===== src/rtl/router_pkg.sv =====
// -----------------------------------------------------------------------------
// router_pkg
// Shared definitions for the router packet transmitter:
//   - txState_e     : transmitter FSM states
//   - ADDR0..ADDR2  : legal destination ports, ADDR_ILLEGAL marks the unused code
//   - MAX_PAYLOAD   : largest payload length a command may carry
//   - CNT_W         : width of length / byte-count fields
//   - packHeader()  : builds the header byte {len, addr}
//   - isLegalCmd()  : true when a command may be transmitted
// -----------------------------------------------------------------------------
package router_pkg;

   typedef enum logic [2:0] {
      ST_IDLE,
      ST_COLLECT,
      ST_HEADER,
      ST_PAYLOAD,
      ST_PARITY
   } txState_e;

   localparam logic [1:0] ADDR0        = 2'd0;
   localparam logic [1:0] ADDR1        = 2'd1;
   localparam logic [1:0] ADDR2        = 2'd2;
   localparam logic [1:0] ADDR_ILLEGAL = 2'b11;

   localparam int MAX_PAYLOAD = 63;
   localparam int CNT_W       = $clog2(MAX_PAYLOAD + 1);

   // Header byte as the router expects it: length in the top six bits,
   // destination port in the bottom two.
   function automatic logic [7:0] packHeader(input logic [CNT_W-1:0] len,
                                             input logic [1:0]       addr);
      return {len, addr};
   endfunction

   // A command is legal when it targets a real port and carries at least
   // one payload byte.
   function automatic logic isLegalCmd(input logic [1:0]       addr,
                                       input logic [CNT_W-1:0] len);
      logic addrOk;
      case (addr)
         ADDR0, ADDR1, ADDR2: addrOk = 1'b1;
         ADDR_ILLEGAL:        addrOk = 1'b0;
         default:             addrOk = 1'b0;
      endcase
      return addrOk && (len != '0);
   endfunction

endpackage


===== src/rtl/router_pkt_tx_if.sv =====
// -----------------------------------------------------------------------------
// router_pkt_tx_if
// Bundles the command stream, payload stream and router-side bus of the
// packet transmitter.
//   master : host / environment view (drives command, payload and busy)
//   slave  : transmitter view (drives ready signals, bus and status pulses)
// Signals:
//   cmd_valid/cmd_ready/cmd_addr/cmd_len : command handshake
//   pl_valid/pl_ready/pl_data            : payload byte handshake
//   busy                                 : router back-pressure
//   pkt_valid/pkt_data                   : router input bus
//   tx_done/err_cmd                      : single-cycle status pulses
// -----------------------------------------------------------------------------
interface router_pkt_tx_if;
   import router_pkg::*;

   logic             cmd_valid;
   logic             cmd_ready;
   logic [1:0]       cmd_addr;
   logic [CNT_W-1:0] cmd_len;
   logic             pl_valid;
   logic             pl_ready;
   logic [7:0]       pl_data;
   logic             busy;
   logic             pkt_valid;
   logic [7:0]       pkt_data;
   logic             tx_done;
   logic             err_cmd;

   modport master (
      output cmd_valid, cmd_addr, cmd_len, pl_valid, pl_data, busy,
      input  cmd_ready, pl_ready, pkt_valid, pkt_data, tx_done, err_cmd
   );

   modport slave (
      input  cmd_valid, cmd_addr, cmd_len, pl_valid, pl_data, busy,
      output cmd_ready, pl_ready, pkt_valid, pkt_data, tx_done, err_cmd
   );

endinterface


===== src/rtl/router_tx_fifo.sv =====
// -----------------------------------------------------------------------------
// router_tx_fifo
// Single-clock FIFO buffering one packet's payload.
// Ports:
//   clock, reset  : rising-edge clock, asynchronous active-high reset
//   push_i        : write pushData_i (ignored when full)
//   pop_i         : discard the head entry (ignored when empty)
//   headData_o    : current head entry, visible without popping
//   empty_o/full_o: occupancy flags
// -----------------------------------------------------------------------------
module router_tx_fifo #(
   parameter int DEPTH = 64,
   parameter int WIDTH = 8
) (
   input  logic             clock,
   input  logic             reset,
   input  logic             push_i,
   input  logic [WIDTH-1:0] pushData_i,
   input  logic             pop_i,
   output logic [WIDTH-1:0] headData_o,
   output logic             empty_o,
   output logic             full_o
);

   localparam int AW = (DEPTH > 1) ? $clog2(DEPTH) : 1;

   logic [WIDTH-1:0] mem_q [DEPTH];
   logic [AW-1:0]    wrPtr_q, rdPtr_q;
   logic [AW:0]      count_q;
   logic             doPush, doPop;

   // Pointers wrap explicitly so depths that are not a power of two work.
   function automatic logic [AW-1:0] nextPtr(input logic [AW-1:0] p);
      return (p == AW'(DEPTH - 1)) ? '0 : p + AW'(1);
   endfunction

   assign doPush     = push_i && !full_o;
   assign doPop      = pop_i && !empty_o;
   assign empty_o    = (count_q == '0);
   assign full_o     = (count_q == (AW + 1)'(DEPTH));
   assign headData_o = mem_q[rdPtr_q];

   // Pointer and occupancy bookkeeping; reset empties the buffer.
   always_ff @(posedge clock or posedge reset) begin
      if (reset) begin
         wrPtr_q <= '0;
         rdPtr_q <= '0;
         count_q <= '0;
      end else begin
         if (doPush) wrPtr_q <= nextPtr(wrPtr_q);
         if (doPop)  rdPtr_q <= nextPtr(rdPtr_q);
         case ({doPush, doPop})
            2'b10:   count_q <= count_q + (AW + 1)'(1);
            2'b01:   count_q <= count_q - (AW + 1)'(1);
            default: count_q <= count_q;
         endcase
      end
   end

   // Storage needs no reset: the pointers decide what is valid.
   always_ff @(posedge clock) begin
      if (doPush) mem_q[wrPtr_q] <= pushData_i;
   end

endmodule


===== src/rtl/router_pkt_tx.sv =====
// -----------------------------------------------------------------------------
// router_pkt_tx
// Packet source for a router input port. Accepts a command (addr, len),
// buffers len payload bytes, then sends header, payload and parity to the
// router, stalling whenever busy is high at a clock edge.
// Ports:
//   clock, reset : rising-edge clock, asynchronous active-high reset
//   err_inject   : only with ROUTER_TX_ERR_INJECT_EN; sampled at command
//                  accept, inverts the parity byte of that packet
//   bus          : router_pkt_tx_if.slave (command, payload, router bus,
//                  tx_done / err_cmd pulses)
// Parameter:
//   FIFO_DEPTH   : payload buffer depth, must be at least 63
// Optional feature macro: ROUTER_TX_ERR_INJECT_EN
// -----------------------------------------------------------------------------
module router_pkt_tx
   import router_pkg::*;
#(
   parameter int FIFO_DEPTH = 64
) (
   input  logic                 clock,
   input  logic                 reset,
`ifdef ROUTER_TX_ERR_INJECT_EN
   input  logic                 err_inject,
`endif
   router_pkt_tx_if.slave       bus
);

   txState_e         state_q, state_d;
   logic [1:0]       addr_q, addr_d;
   logic [CNT_W-1:0] len_q, len_d;
   logic [CNT_W-1:0] count_q, count_d;
   logic [7:0]       parity_q, parity_d;
   logic             txDone_q, txDone_d;
   logic             errCmd_q, errCmd_d;
   logic [7:0]       parityByte;
   logic             cmdFire, plFire, fifoPop;
   logic             fifoEmpty, fifoFull;
   logic [7:0]       fifoHead;

`ifdef ROUTER_TX_ERR_INJECT_EN
   logic             inject_q, inject_d;
   assign parityByte = inject_q ? ~parity_q : parity_q;
`else
   assign parityByte = parity_q;
`endif

   assign bus.cmd_ready = (state_q == ST_IDLE);
   assign bus.pl_ready  = (state_q == ST_COLLECT) && (count_q < len_q) && !fifoFull;
   assign bus.pkt_valid = (state_q == ST_HEADER) || (state_q == ST_PAYLOAD);
   assign bus.tx_done   = txDone_q;
   assign bus.err_cmd   = errCmd_q;

   assign cmdFire = bus.cmd_valid && bus.cmd_ready;
   assign plFire  = bus.pl_valid && bus.pl_ready;
   assign fifoPop = (state_q == ST_PAYLOAD) && !bus.busy && !fifoEmpty;

   router_tx_fifo #(
      .DEPTH (FIFO_DEPTH),
      .WIDTH (8)
   ) u_fifo (
      .clock      (clock),
      .reset      (reset),
      .push_i     (plFire),
      .pushData_i (bus.pl_data),
      .pop_i      (fifoPop),
      .headData_o (fifoHead),
      .empty_o    (fifoEmpty),
      .full_o     (fifoFull)
   );

   // Bus byte mux: header, buffered payload head, or the running parity.
   // The parity byte travels with pkt_valid low, as the router expects.
   always_comb begin
      bus.pkt_data = 8'h00;
      case (state_q)
         ST_HEADER:  bus.pkt_data = packHeader(len_q, addr_q);
         ST_PAYLOAD: bus.pkt_data = fifoHead;
         ST_PARITY:  bus.pkt_data = parityByte;
         default:    bus.pkt_data = 8'h00;
      endcase
   end

   // Next-state logic. count_q is reused: it counts pushes while collecting
   // and is cleared on entry to HEADER so it then counts pops.
   always_comb begin
      state_d  = state_q;
      addr_d   = addr_q;
      len_d    = len_q;
      count_d  = count_q;
      parity_d = parity_q;
      txDone_d = 1'b0;
      errCmd_d = 1'b0;
`ifdef ROUTER_TX_ERR_INJECT_EN
      inject_d = inject_q;
`endif
      case (state_q)
         ST_IDLE: begin
            if (cmdFire) begin
               if (isLegalCmd(bus.cmd_addr, bus.cmd_len)) begin
                  addr_d   = bus.cmd_addr;
                  len_d    = bus.cmd_len;
                  count_d  = '0;
                  parity_d = packHeader(bus.cmd_len, bus.cmd_addr);
`ifdef ROUTER_TX_ERR_INJECT_EN
                  inject_d = err_inject;
`endif
                  state_d  = ST_COLLECT;
               end else begin
                  errCmd_d = 1'b1;
               end
            end
         end
         ST_COLLECT: begin
            if (plFire) begin
               count_d  = count_q + CNT_W'(1);
               parity_d = parity_q ^ bus.pl_data;
               if (count_q + CNT_W'(1) == len_q) begin
                  count_d = '0;
                  state_d = ST_HEADER;
               end
            end
         end
         ST_HEADER: begin
            if (!bus.busy) state_d = ST_PAYLOAD;
         end
         ST_PAYLOAD: begin
            if (fifoPop) begin
               count_d = count_q + CNT_W'(1);
               if (count_q + CNT_W'(1) == len_q) state_d = ST_PARITY;
            end
         end
         ST_PARITY: begin
            if (!bus.busy) begin
               state_d  = ST_IDLE;
               txDone_d = 1'b1;
            end
         end
         default: state_d = ST_IDLE;
      endcase
   end

   // State register; reset abandons any packet in flight.
   always_ff @(posedge clock or posedge reset) begin
      if (reset) begin
         state_q  <= ST_IDLE;
         addr_q   <= '0;
         len_q    <= '0;
         count_q  <= '0;
         parity_q <= '0;
         txDone_q <= 1'b0;
         errCmd_q <= 1'b0;
`ifdef ROUTER_TX_ERR_INJECT_EN
         inject_q <= 1'b0;
`endif
      end else begin
         state_q  <= state_d;
         addr_q   <= addr_d;
         len_q    <= len_d;
         count_q  <= count_d;
         parity_q <= parity_d;
         txDone_q <= txDone_d;
         errCmd_q <= errCmd_d;
`ifdef ROUTER_TX_ERR_INJECT_EN
         inject_q <= inject_d;
`endif
      end
   end

endmodule


===== src/flat_wrapper.sv =====
// flat-port wrapper written by rule: the top's interface ports become plain ports
module router_pkt_tx_flat import router_pkg::*;
#(
   parameter int FIFO_DEPTH = 64
)
  (clock, reset, bus_cmd_valid, bus_cmd_addr, bus_cmd_len, bus_pl_valid, bus_pl_data, bus_busy, bus_cmd_ready, bus_pl_ready, bus_pkt_valid, bus_pkt_data, bus_tx_done, bus_err_cmd);
  router_pkt_tx_if bus_i ();
  input  logic clock;
  input  logic reset;
  input wire logic [$bits(bus_i.cmd_valid)-1:0] bus_cmd_valid;
  input wire logic [$bits(bus_i.cmd_addr)-1:0] bus_cmd_addr;
  input wire logic [$bits(bus_i.cmd_len)-1:0] bus_cmd_len;
  input wire logic [$bits(bus_i.pl_valid)-1:0] bus_pl_valid;
  input wire logic [$bits(bus_i.pl_data)-1:0] bus_pl_data;
  input wire logic [$bits(bus_i.busy)-1:0] bus_busy;
  output wire logic [$bits(bus_i.cmd_ready)-1:0] bus_cmd_ready;
  output wire logic [$bits(bus_i.pl_ready)-1:0] bus_pl_ready;
  output wire logic [$bits(bus_i.pkt_valid)-1:0] bus_pkt_valid;
  output wire logic [$bits(bus_i.pkt_data)-1:0] bus_pkt_data;
  output wire logic [$bits(bus_i.tx_done)-1:0] bus_tx_done;
  output wire logic [$bits(bus_i.err_cmd)-1:0] bus_err_cmd;
  assign bus_i.cmd_valid = bus_cmd_valid;
  assign bus_i.cmd_addr = bus_cmd_addr;
  assign bus_i.cmd_len = bus_cmd_len;
  assign bus_i.pl_valid = bus_pl_valid;
  assign bus_i.pl_data = bus_pl_data;
  assign bus_i.busy = bus_busy;
  assign bus_cmd_ready = bus_i.cmd_ready;
  assign bus_pl_ready = bus_i.pl_ready;
  assign bus_pkt_valid = bus_i.pkt_valid;
  assign bus_pkt_data = bus_i.pkt_data;
  assign bus_tx_done = bus_i.tx_done;
  assign bus_err_cmd = bus_i.err_cmd;
  router_pkt_tx #(.FIFO_DEPTH(FIFO_DEPTH)) u_core (.clock(clock), .reset(reset), .bus(bus_i));
endmodule

===== config.mk =====
export PLATFORM = sky130hd
export DESIGN_NAME = router_pkt_tx_flat
export DESIGN_NICKNAME = d
export VERILOG_FILES = /design/src/rtl/router_pkg.sv /design/src/rtl/router_pkt_tx_if.sv /design/src/rtl/router_tx_fifo.sv /design/src/rtl/router_pkt_tx.sv /design/src/flat_wrapper.sv
export SDC_FILE = /design/constraint.sdc
export NUM_CORES = 1
export LEC_CHECK = 0
export ABC_CLOCK_PERIOD_IN_PS = 3960
export CAP_MARGIN = 20
export CORE_ASPECT_RATIO = 0.75
export CORE_MARGIN = 2
export CORE_UTILIZATION = 60
export CTS_CLUSTER_SIZE = 25
export DETAILED_ROUTE_END_ITERATION = 16
export PLACE_DENSITY = 0.83
export REMOVE_ABC_BUFFERS = 1
export SYNTH_ARGS = -nofsm -noshare
export SYNTH_HDL_FRONTEND = slang
export SYNTH_SLANG_ARGS = --single-unit

===== constraint.sdc =====
create_clock -name clock -period 3.96 [get_ports clock]
set_clock_uncertainty 0.15 [all_clocks]
set_input_delay 0.594 -clock clock [delete_from_list [all_inputs] [get_ports clock]]
set_output_delay 0.594 -clock clock [all_outputs]
set_load 0.02 [all_outputs]

# After elaboration in Yosys (flattened, before gate mapping)

Memories as Yosys holds them, arrays and structs flattened.
Index checks and enable logic that the tools add are counted.

Flip-flop bits (word level): 46
RAM bits: 512
Input bits: 21
Output and inout port bits: 13
Word-level logic and storage cells: 97
Memories kept: 1

Add/subtract/negate cells: 5
Magnitude comparators: 1
Eq/ne operators: 21
Multiplexer cells: 33
Bitwise logic cells: 1
Reduce and logical (&&, ||, !) cells: 25

Memory list:

| name                | depth | bits a word | read ports | clocked after Yosys merged registers in | wr ports | line                 | text |
|---|---|---|---|---|---|---|---|
| u_core.u_fifo.mem_q | 64    | 8           | 1          | 0                                       | 1        | router_tx_fifo.sv:27 | `logic [WIDTH-1:0] mem_q [DEPTH];` |

Operators with widths:

| kind                  | number |
|---|---|
| $mux W6               | 7 |
| $mux W3               | 8 |
| $mux W8               | 3 |
| $pmux W8 S3           | 1 |
| $add A6 B1 Y6 const B | 3 |
| $pmux W6 S3           | 1 |
| $ne A2 B2 Y1 const B  | 8 |
| $pmux W8 S2           | 1 |
| $pmux W3 S5           | 1 |
| $pmux W7 S2           | 1 |
| $eq A6 B6 Y1 const B  | 2 |
| $logic_and A1 B1 Y1   | 9 |
| $mux W1               | 9 |
| $reduce_and A8 Y1     | 1 |
| $xor A8 B8 Y8         | 1 |
| $add A7 B1 Y7 const B | 1 |
| $eq A7 B7 Y1 const B  | 1 |
| $logic_not A7 Y1      | 1 |
| $sub A7 B1 Y7 const B | 1 |
| $eq A2 B2 Y1 const B  | 3 |
| $eq A3 B2 Y1 const B  | 2 |
| $eq A6 B6 Y1          | 1 |
| $lt A6 B6 Y1          | 1 |
| $reduce_bool A6 Y1    | 1 |
| 14 further kinds      | 18 |

# Longest topological paths before layout

Gate-level depths: netlist (run 1).

Depth in word-level cells: 9
Mapped depth: 15
Depth with buffers taken out: 15

# Hierarchy

A second synthesis (run 1) with hierarchy kept.

Cells, all modules: 1263
Area, all modules: 23052.1 um2

Modules (own cells, without submodules):

| module         | instances | cells an instance | area each (um2) | sequential area each (um2) |
|---|---|---|---|---|
| router_tx_fifo | 1         | 1040              | 21122.8         | 15850.2 |
| router_pkt_tx  | 1         | 223               | 1929.4          | 675.6 |

# Worst setup path after synthesis (run 1)

OpenSTA, ideal clock, no wires.

Path kind: register -> register
Start: reg u_core.state_q[1]
End: reg u_core.u_fifo.count_q[6]
Setup time: 0.080 ns
Arrival: 3.196 ns
Data required time: 3.730 ns
Slack: 0.534 ns
Stages on the path, launching flop included: 16
Buffers on the path: 2
Period minus slack after synthesis: 3.426 ns
Cell sequence: dfrtp_1 buf_2 or3b_4 a311oi_4 nand2_2 buf_6 nor2_8 inv_1 ha_1 fa_1 a21oi_1 o21bai_1 a21oi_1 nor4b_1 a311oi_1 xnor2_1

Cells in the longest elaborated chain, start to end: 7
Elaborated cells between the ends (all ways): 13
Classes of those cells: eq/ne: 4; mux: 1; reduce/logical: 8

Ends and longest elaborated chain:

| what                                                     | line                 | text |
|---|---|---|
| start, declared                                          | router_pkt_tx.sv:29  | `txState_e state_q, state_d;` |
| start signal, assigned                                   | router_pkt_tx.sv:157 | `state_q <= state_d;` |
| $eq A3 B1 Y1                                             | router_pkt_tx.sv:49  | `assign bus.pl_ready = (state_q == ST_COLLECT) && (count_q < len_q) && !fifoFull;` |
| $logic_and A1 B1 Y1 (2 in a row)                         | router_pkt_tx.sv:49  |  |
| $logic_and A1 B1 Y1                                      | router_pkt_tx.sv:55  | `assign plFire = bus.pl_valid && bus.pl_ready;` |
| $logic_and A1 B1 Y1                                      | router_tx_fifo.sv:37 | `assign doPush = push_i && !full_o;` |
| $eq A2 B1 Y1 / $eq A2 B2 Y1 (equally long branches)      | router_tx_fifo.sv:52 | `case ({doPush, doPop})` |
| $pmux W7 S2 / $reduce_bool A2 Y1 (equally long branches) | -                    |  |
| end signal, assigned                                     | router_tx_fifo.sv:53 | `2'b10: count_q <= count_q + (AW + 1)'(1);` |
| end signal, assigned                                     | router_tx_fifo.sv:54 | `2'b01: count_q <= count_q - (AW + 1)'(1);` |
| end signal, assigned                                     | router_tx_fifo.sv:55 | `default: count_q <= count_q;` |
| end, declared                                            | router_tx_fifo.sv:29 | `logic [AW:0] count_q;` |

Parallel ways exist; a longest one is shown, timed or not.
A chain may end at the register's enable or synchronous reset.

# Worst setup path after layout (run 1)

Start: reg u_core.u_fifo.rdPtr_q[0]
End: out bus_pkt_data[6]

Cells in the longest elaborated chain, start to end: 2

Ends and longest elaborated chain:

| what                   | line                 | text |
|---|---|---|
| start, declared        | router_tx_fifo.sv:28 | `logic [AW-1:0] wrPtr_q, rdPtr_q;` |
| start signal, assigned | router_tx_fifo.sv:51 | `if (doPop) rdPtr_q <= nextPtr(rdPtr_q);` |
| $mem_v2 Z64 W8         | -                    |  |
| $pmux W8 S3            | router_pkt_tx.sv:76  | `case (state_q)` |
| end, declared          | flat_wrapper.sv:19   | `output wire logic [$bits(bus_i.pkt_data)-1:0] bus_pkt_data;` |

Every way passes these cells.

==> results of run 1 <==
==> cell type report <==
| class | instances | area (µm²) |
|---|---|---|
| Clock buffer | 62 | 1320 |
| Sequential cell | 558 | 16500 |
| Inverter | 13 | 48.8 |
| Tap cell | 504 | 631 |
| Multi-Input combinational cell | 569 | 5950 |
| Timing Repair Buffer | 165 | 1500 |
| Clock inverter | 29 | 240 |
| Fill cell | 2232 | 11000 |
==> sequential cells by signal, summed over array words and instances (netlist names) <==
| signal | cells |
|---|---|
| u_core.addr_q | 2 |
| u_core.bus.err_cmd | 1 |
| u_core.bus.tx_done | 1 |
| u_core.count_q | 6 |
| u_core.len_q | 6 |
| u_core.parityByte | 8 |
| u_core.state_q | 3 |
| u_core.u_fifo.count_q | 7 |
| u_core.u_fifo.mem_q | 512 |
| u_core.u_fifo.rdPtr_q | 6 |
| u_core.u_fifo.wrPtr_q | 6 |
==> through the flow <==
stage          hold WS, ns  std cells  total power (µW)
2_1_floorplan        0.330       1140             10100
3_3_place_gp         0.343       1790             11300
3_5_place_dp         0.359       1791             11400
4_1_cts              0.319       1894             16300
5_1_grt              0.142       1900             17000
6_report             0.149       1900             16400
==> where the power goes <==
group	total [µW]	internal, µW	switching (µW)	leakage (µW)
clock	4700	2620	2090	0.000755
sequential	7000	6670	325	0.00516
combinational	4730	2350	2380	0.00270
total	16400	11600	4790	0.00862
==> routing by layer <==
metal	part of all wire, %	vias up
met1	40	6589
met4	2.5	2
met2	46	906
li1	-	5197
met5	0.024	-
met3	12	119
==> cells in the final DEF (no fill, tap or decap), types with 4 or more instances in the layout <==
cell             Yosys  routed
a21oi_1             23      17
a21oi_2              0       6
a22oi_1             25      24
and2_1               4       4
and3_1               4       4
buf_12               0      11
buf_16               0       4
buf_2               21      10
buf_4                2     114
bufinv_16            0       4
clkbuf_1            25      11
clkbuf_16            0      51
clkbuf_2             0       4
clkdlybuf4s50_1      0      17
clkinv_1             0      13
clkinv_2             0       8
dfrtp_1             46      43
edfxtp_1           512     512
ha_1                15      15
inv_1               13      12
mux2_2              11      11
mux2i_1             33      30
mux4_2             136     136
nand2_1             38      38
nand2b_1             5       5
nand3_1             16      16
nand3b_1             8       8
nor2_1              94      93
nor2b_1             13      13
nor3_1              18      15
o211ai_1             7       7
o21ai_0             18      18
o21ai_1              9       9
o221a_2              7       7
o22ai_1             18      17
or2_2                4       4
xnor2_1             14      14
xor2_1               4       4
==> cells by family after synthesis <==
family | share of synthesized area [%]
compound gates | 3.98
mux | 15.5
simple gates | 4.76
buf+inv | 1.45
xor+xnor | 0.693
fa+ha+maj | 0.913
flops | 72.7
==> worst reg2reg max path: cells and delay by family (launching register included) <==
kind,cells,cell delay [ns]
AO/OA/AOI/OAI,6,1.36
XOR/XNOR,1,0.15
adder cells (fa/ha/maj),3,1.14
buffers and inverters,1,0.06
flip-flops,1,0.46
AND/OR/NAND/NOR,2,0.28
==> worst max-delay path by stage <==
| stage | slack (ns) | to | cells past startpoint |
|---|---|---|---|
| global placement | 0.28 | bus_pkt_data[2] | 7 |
| CTS | -0.0009 | bus_pkt_data[6] | 7 |
| finish | 0.007 | bus_pkt_data[6] | 7 |
| detailed placement | 0.29 | bus_pkt_data[6] | 7 |
| floorplan | -3.27 | bus_pkt_data[0] | 5 |
| global route | -0.09 | bus_pkt_data[4] | 7 |
==> timing repair <==
action                                  in CTS  in global routing
pin swaps                                    2                  0
cloned                                       3                  0
setup buffers                                9                  4
endpoints found under the setup margin       8                  9
gates resized for setup                     34                 13
==> metrics, run 1 <==
DRC Markers=0; post-synth top area share=~68%; row cnt=between 60 and 70; Area contributors post-synth=edfxtp_1, mux4_2, dfrtp_1; RSZ-0062 raised after global routing=true; sum of negative setup slack=0 ns; worst setup margin=0.00657 ns; Setup Viol. Count Final=0; die height=approximately 170 µm; Hold WC Path Type=in -> async; EDFF count, synth=512; Die Wd=229 µm; HPWL after DPL=33400 µm; DRT Pass-1 Iters=5; top cells by count, synth=edfxtp_1, mux4_2, nor2_1; period utilisation layout=99.8%; 1st-iter DRT viols=1900; Post-Syn Area=roughly 0.023 mm²; R2R depth=13; reg2reg start=u_core.count_q[3]; PD cells=626 mW/mm²; most used routing layer=met1; IO Port Bufs=33; CP required=3.22 ns; Slew HR=slightly above 40%; final hold vios=0; GRT overflow=0; Post-synth ARST share=8.24%; final instance area=~0.026 mm²; status=finished, final reports clean; clk sinks=558; global-route met2 utilization=around two fifths; Worst-Margin Slew=between 0.8 and 0.9 ns; max_cap viols=0; Nets=1393; crit path capture type=output port; CP Cell Sequence=bufbuf_16 -> mux4_2 -> mux2i_2 -> o22ai_2 -> nor3_1 -> nand2_1 -> clkdlybuf4s15_1; RD Place Congestion=0.873; Antenna Nets Post-Route=0; Placed Area=between 0.02 and 0.025 mm²; family with the most delay on the worst path=multiplexers; GR Util met3=around 5%; Netlist cell types=65; syn avg cell area=18.9 µm²; CORE AREA=0.0372 mm²; crit path launch=u_core.u_fifo.rdPtr_q[0]; Worst-Skew Late Latency=0.58 ns; Largest stage delay, worst path=0.56 ns; Crit Path Max Fanout=10; cell taking the most area after synthesis=edfxtp_1; fmax=253 MHz; first-pass GRT wire length=80700 µm; nature of the critical path startpoint=flop; Mapped Cells=1202; R2R Path End=u_core.u_fifo.count_q[6]; clk slew on worst S/H paths=0.07 ns; Slowest-stage cell, CP=dfrtp_4; Global Route Usage Sum=28.0%; hold buffer count at cts=0; CTS Buf Count=49; largest net degree at the start of global routing=54; DIE AREA=~0.039 mm²; Buf+Inv Stages, Crit Path=2; sequential-to-total area share from yosys stat=72.7%; DRT Wirelength=54300 µm; Critical Path AT=3.21 ns; Min Clock Period, post-route=just under 4 ns; WL/cell=about 29 µm; clock root cell=clkbuf_16; CTS tree=built; Synth Flop Type=edfxtp_1; setup slack, reg-to-reg=0.29 ns; via count=approximately 13k; #FFs+latches synth=558; CTS Buffer Depth=3; routed vias/inst=6.74; Ports=34; fraction of layout cells with a size suffix above 1=between 20% and 30%; grt met1 use=43.4%; dpl ws=0.292 ns; post-layout util=70.4%; maximum vdd drop=between 0.0004 and 0.0005 V; initial antenna violation count=1; count leader, synth=edfxtp_1; synth warn=0; initial core utilization=approximately three fifths; total inserted antenna cells=0; vias in the first global route=12.4k; depth of the CTS H-tree=2; Area Growth Syn to Fin=15.3%; max-slew violation count=0; crit path kind=reg -> out; Leakage=0.00862 µW
Note: power is estimated with default switching activity, not from simulation.
==> run 2: changes to the inputs <==
- ABC_CLOCK_PERIOD_IN_PS: 3960 -> not set
- SYNTH_HIERARCHICAL: not set -> 1
- clock period: 3.96 -> 3.91 ns (I/O delays scaled with it)
==> run 2 against run 1 <==
Synthesized cell count up 5.1%. Non-clock buffer count up 25. Clock power about the same. Sequential share of layout area down 1.5 points. Via count up 4.0%. The flow now finishes with violations (setup timing). Critical path depth up 4. Register-to-register slack worse by 0.12 ns. Global-route usage up 0.94 points. Total power up 14%. Worst hold slack worse by 0.038 ns. Die area up 1.4%. Clock-buffer cell count down 1.
==> metrics, run 2 <==
fraction of layout cells with a size suffix above 1=29.6%; R2R Path End=u_core/u_fifo/count_q[6]; hold buffer count at cts=0; Setup Viol. Count Final=6; DRT Pass-1 Iters=6; RSZ-0062 raised after global routing=true; max reg flops=512; Antenna Nets Post-Route=0; WL met2=between 20000 and 30000 µm; met1 wire length=around 22000 µm; post-synth top area share=66.7%; critical path depth=11; Mapped Cells=between 1k and 1.5k; Die Wd=230 µm; PD cells=between 600 and 700 mW/mm²; maximum vdd drop=0.000426 V; via count=13.3k; most used cell, CP=buf_4; Biggest register=u_core/u_fifo/mem_q; CP Cell Sequence=buf_6 -> buf_16 -> buf_12 -> mux4_2 -> mux2_4 -> o211ai_1 -> buf_4 -> a21oi_2 -> mux2i_1 -> o21ai_1 -> buf_4; max-slew violation count=0; die height=approximately 170 µm; CTS Buf Count=49; Worst-Margin Slew=1.08 ns; IO Port Bufs=33; initial antenna violation count=1; row cnt=62; synth warn=6; Fin Hold WS=0.111 ns; EDFF count, synth=512; routed vias/inst=approximately 6.7; count leader, synth=edfxtp_1; DRT Wirelength=58000 µm; vias in the first global route=13.1k; clk sinks=558; reg2reg start=u_core/len_q[5]; Hold WC Path Type=in -> async; Netlist cell types=58; Crit Path Max Fanout=7; Slowest-stage cell, CP=dfrtp_4; Nets=1473; fmax=between 200 and 250 MHz; Global Route Usage Sum=roughly 29%; #FFs+latches synth=558; multi-input logic area=0.00631 mm²; post-layout util=between 70% and 80%; dpl ws=0.114 ns; post-route insts no fill=1987; WL/cell=29.2 µm; Critical Path AT=3.27 ns; nature of the critical path startpoint=flop; clock root cell=clkbuf_16; max_cap viols=0; crit path capture type=output port; commonest non-fill, non-tap cells in the layout=edfxtp_1, buf_4, mux4_2; Filler cells=about 2.1k; final hold vios=0; Area Growth Syn to Fin=16.6%; Min Clock Period, post-route=4.01 ns; total inserted antenna cells=0; CORE AREA=0.0381 mm²; R2R depth=16; Leakage=0.00905 µW; Ports=34; CP required=3.17 ns; syn avg cell area=18.3 µm²; GRT overflow=0; largest net degree at the start of global routing=53; Synth Flop Type=edfxtp_1; first-pass GRT wire length=84300 µm; Worst-Skew Late Latency=0.58 ns; Tot Pwr=18700 µW; Slew HR=between 20 and 30%; setup slack, reg-to-reg=about 0.17 ns; Post-Syn Area=0.0231 mm²; HPWL after DPL=33900 µm; sequential-to-total area share from yosys stat=a little under three quarters; DIE AREA=between 0.04 and 0.05 mm²; CTS tree=built; Buf+Inv Stages, Crit Path=5; initial core utilization=60.5%; period utilisation layout=103%; status=complete, but fails checks; most common cell after layout, fill and taps aside=edfxtp_1; DP Cell Count=around 1.9k; clk slew on worst S/H paths=around 0.07 ns; met3 wire len=approximately 6600 µm; top cells by count, synth=edfxtp_1, mux4_2, nor2_1; Area contributors post-synth=edfxtp_1, mux4_2, dfrtp_1; cell taking the most area after synthesis=edfxtp_1; worst setup margin=-0.0979 ns; Post-synth ARST share=8.24%; CTS Buffer Depth=3; failing checks=setup timing; depth of the CTS H-tree=2; Top Layer Used=met5; RD Place Congestion=a little under 1; 1st-iter DRT viols=1986; family with the most delay on the worst path=multiplexers; register area=0.0165 mm²; crit path kind=reg -> out; DRC Markers=0; Largest stage delay, worst path=0.51 ns
==> run 2: what timing repair did <==
| item | CTS | global route |
|---|---|---|
| setup buffers | 10 | 11 |
| pin swaps | 7 | 17 |
| resized for setup | 73 | 44 |
| setup endpoints to repair | 9 | 139 |
| cloned | 4 | 4 |
| hold endpoints to repair | 0 | 0 |
==> run 2: cell type report <==
class | count | share of cell area [%]
Multi-Input combinational cell | 615 | 23.5
Tap cell | 512 | 2.38
Clock inverter | 29 | 0.810
Inverter | 22 | 0.307
Clock buffer | 61 | 4.89
Timing Repair Buffer | 190 | 6.62
Sequential cell | 558 | 61.5
==> run 2: worst max-delay path by stage <==
stage	start	to	slack, ns
floorplan	u_core/u_fifo/rdPtr_q[0]	bus_pkt_data[0]	-3.44
global placement	u_core/u_fifo/rdPtr_q[0]	bus_pkt_data[7]	0.1
detailed placement	u_core/u_fifo/rdPtr_q[0]	bus_pkt_data[1]	0.11
CTS	u_core/u_fifo/rdPtr_q[0]	bus_pkt_data[6]	-0.02
global route	u_core/u_fifo/rdPtr_q[0]	bus_pkt_data[5]	-0.12
finish	u_core/u_fifo/rdPtr_q[0]	bus_pkt_data[7]	-0.1
==> run 2: metal layers <==
metal / GRT usage [%] / vias up
met4: 8.41 / 2
met3: 6.28 / 136
met2: 44.8 / 910
li1: - / 5405
met5: 0 / -
met1: 42.2 / 6868
==> run 2: power by group <==
group / total (µW) / leakage, µW / internal [µW] / switching, µW
registers: 6990 / 0.00516 / 6710 / 287
clock network: 4710 / 0.000750 / 2580 / 2130
logic: 6970 / 0.00314 / 3300 / 3670
total: 18700 / 0.00905 / 12600 / 6090
==> run 2: metrics by stage <==
stage          area (µm²)  setup TNS [ns]
2_1_floorplan       22700         -156.13
3_3_place_gp        24700               0
3_5_place_dp        24700               0
4_1_cts             26500         -0.0398
5_1_grt             26900          -0.669
6_report            26900          -0.238
==> run 2: logic make-up (layout without fill, tap and decap cells) <==
| family | Yosys count | count (layout) | share of synthesized area (%) |
|---|---|---|---|
| AOI/OAI and AO/OA | 146 | 146 | 4.36 |
| DFF | 558 | 558 | 71.7 |
| buffers and inverters | 90 | 302 | 2.10 |
| muxes | 206 | 206 | 15.6 |
| xor gates and xnor gates | 15 | 15 | 0.635 |
| and+or+nand+nor | 232 | 232 | 4.72 |
| adders and majority gates | 16 | 16 | 0.901 |
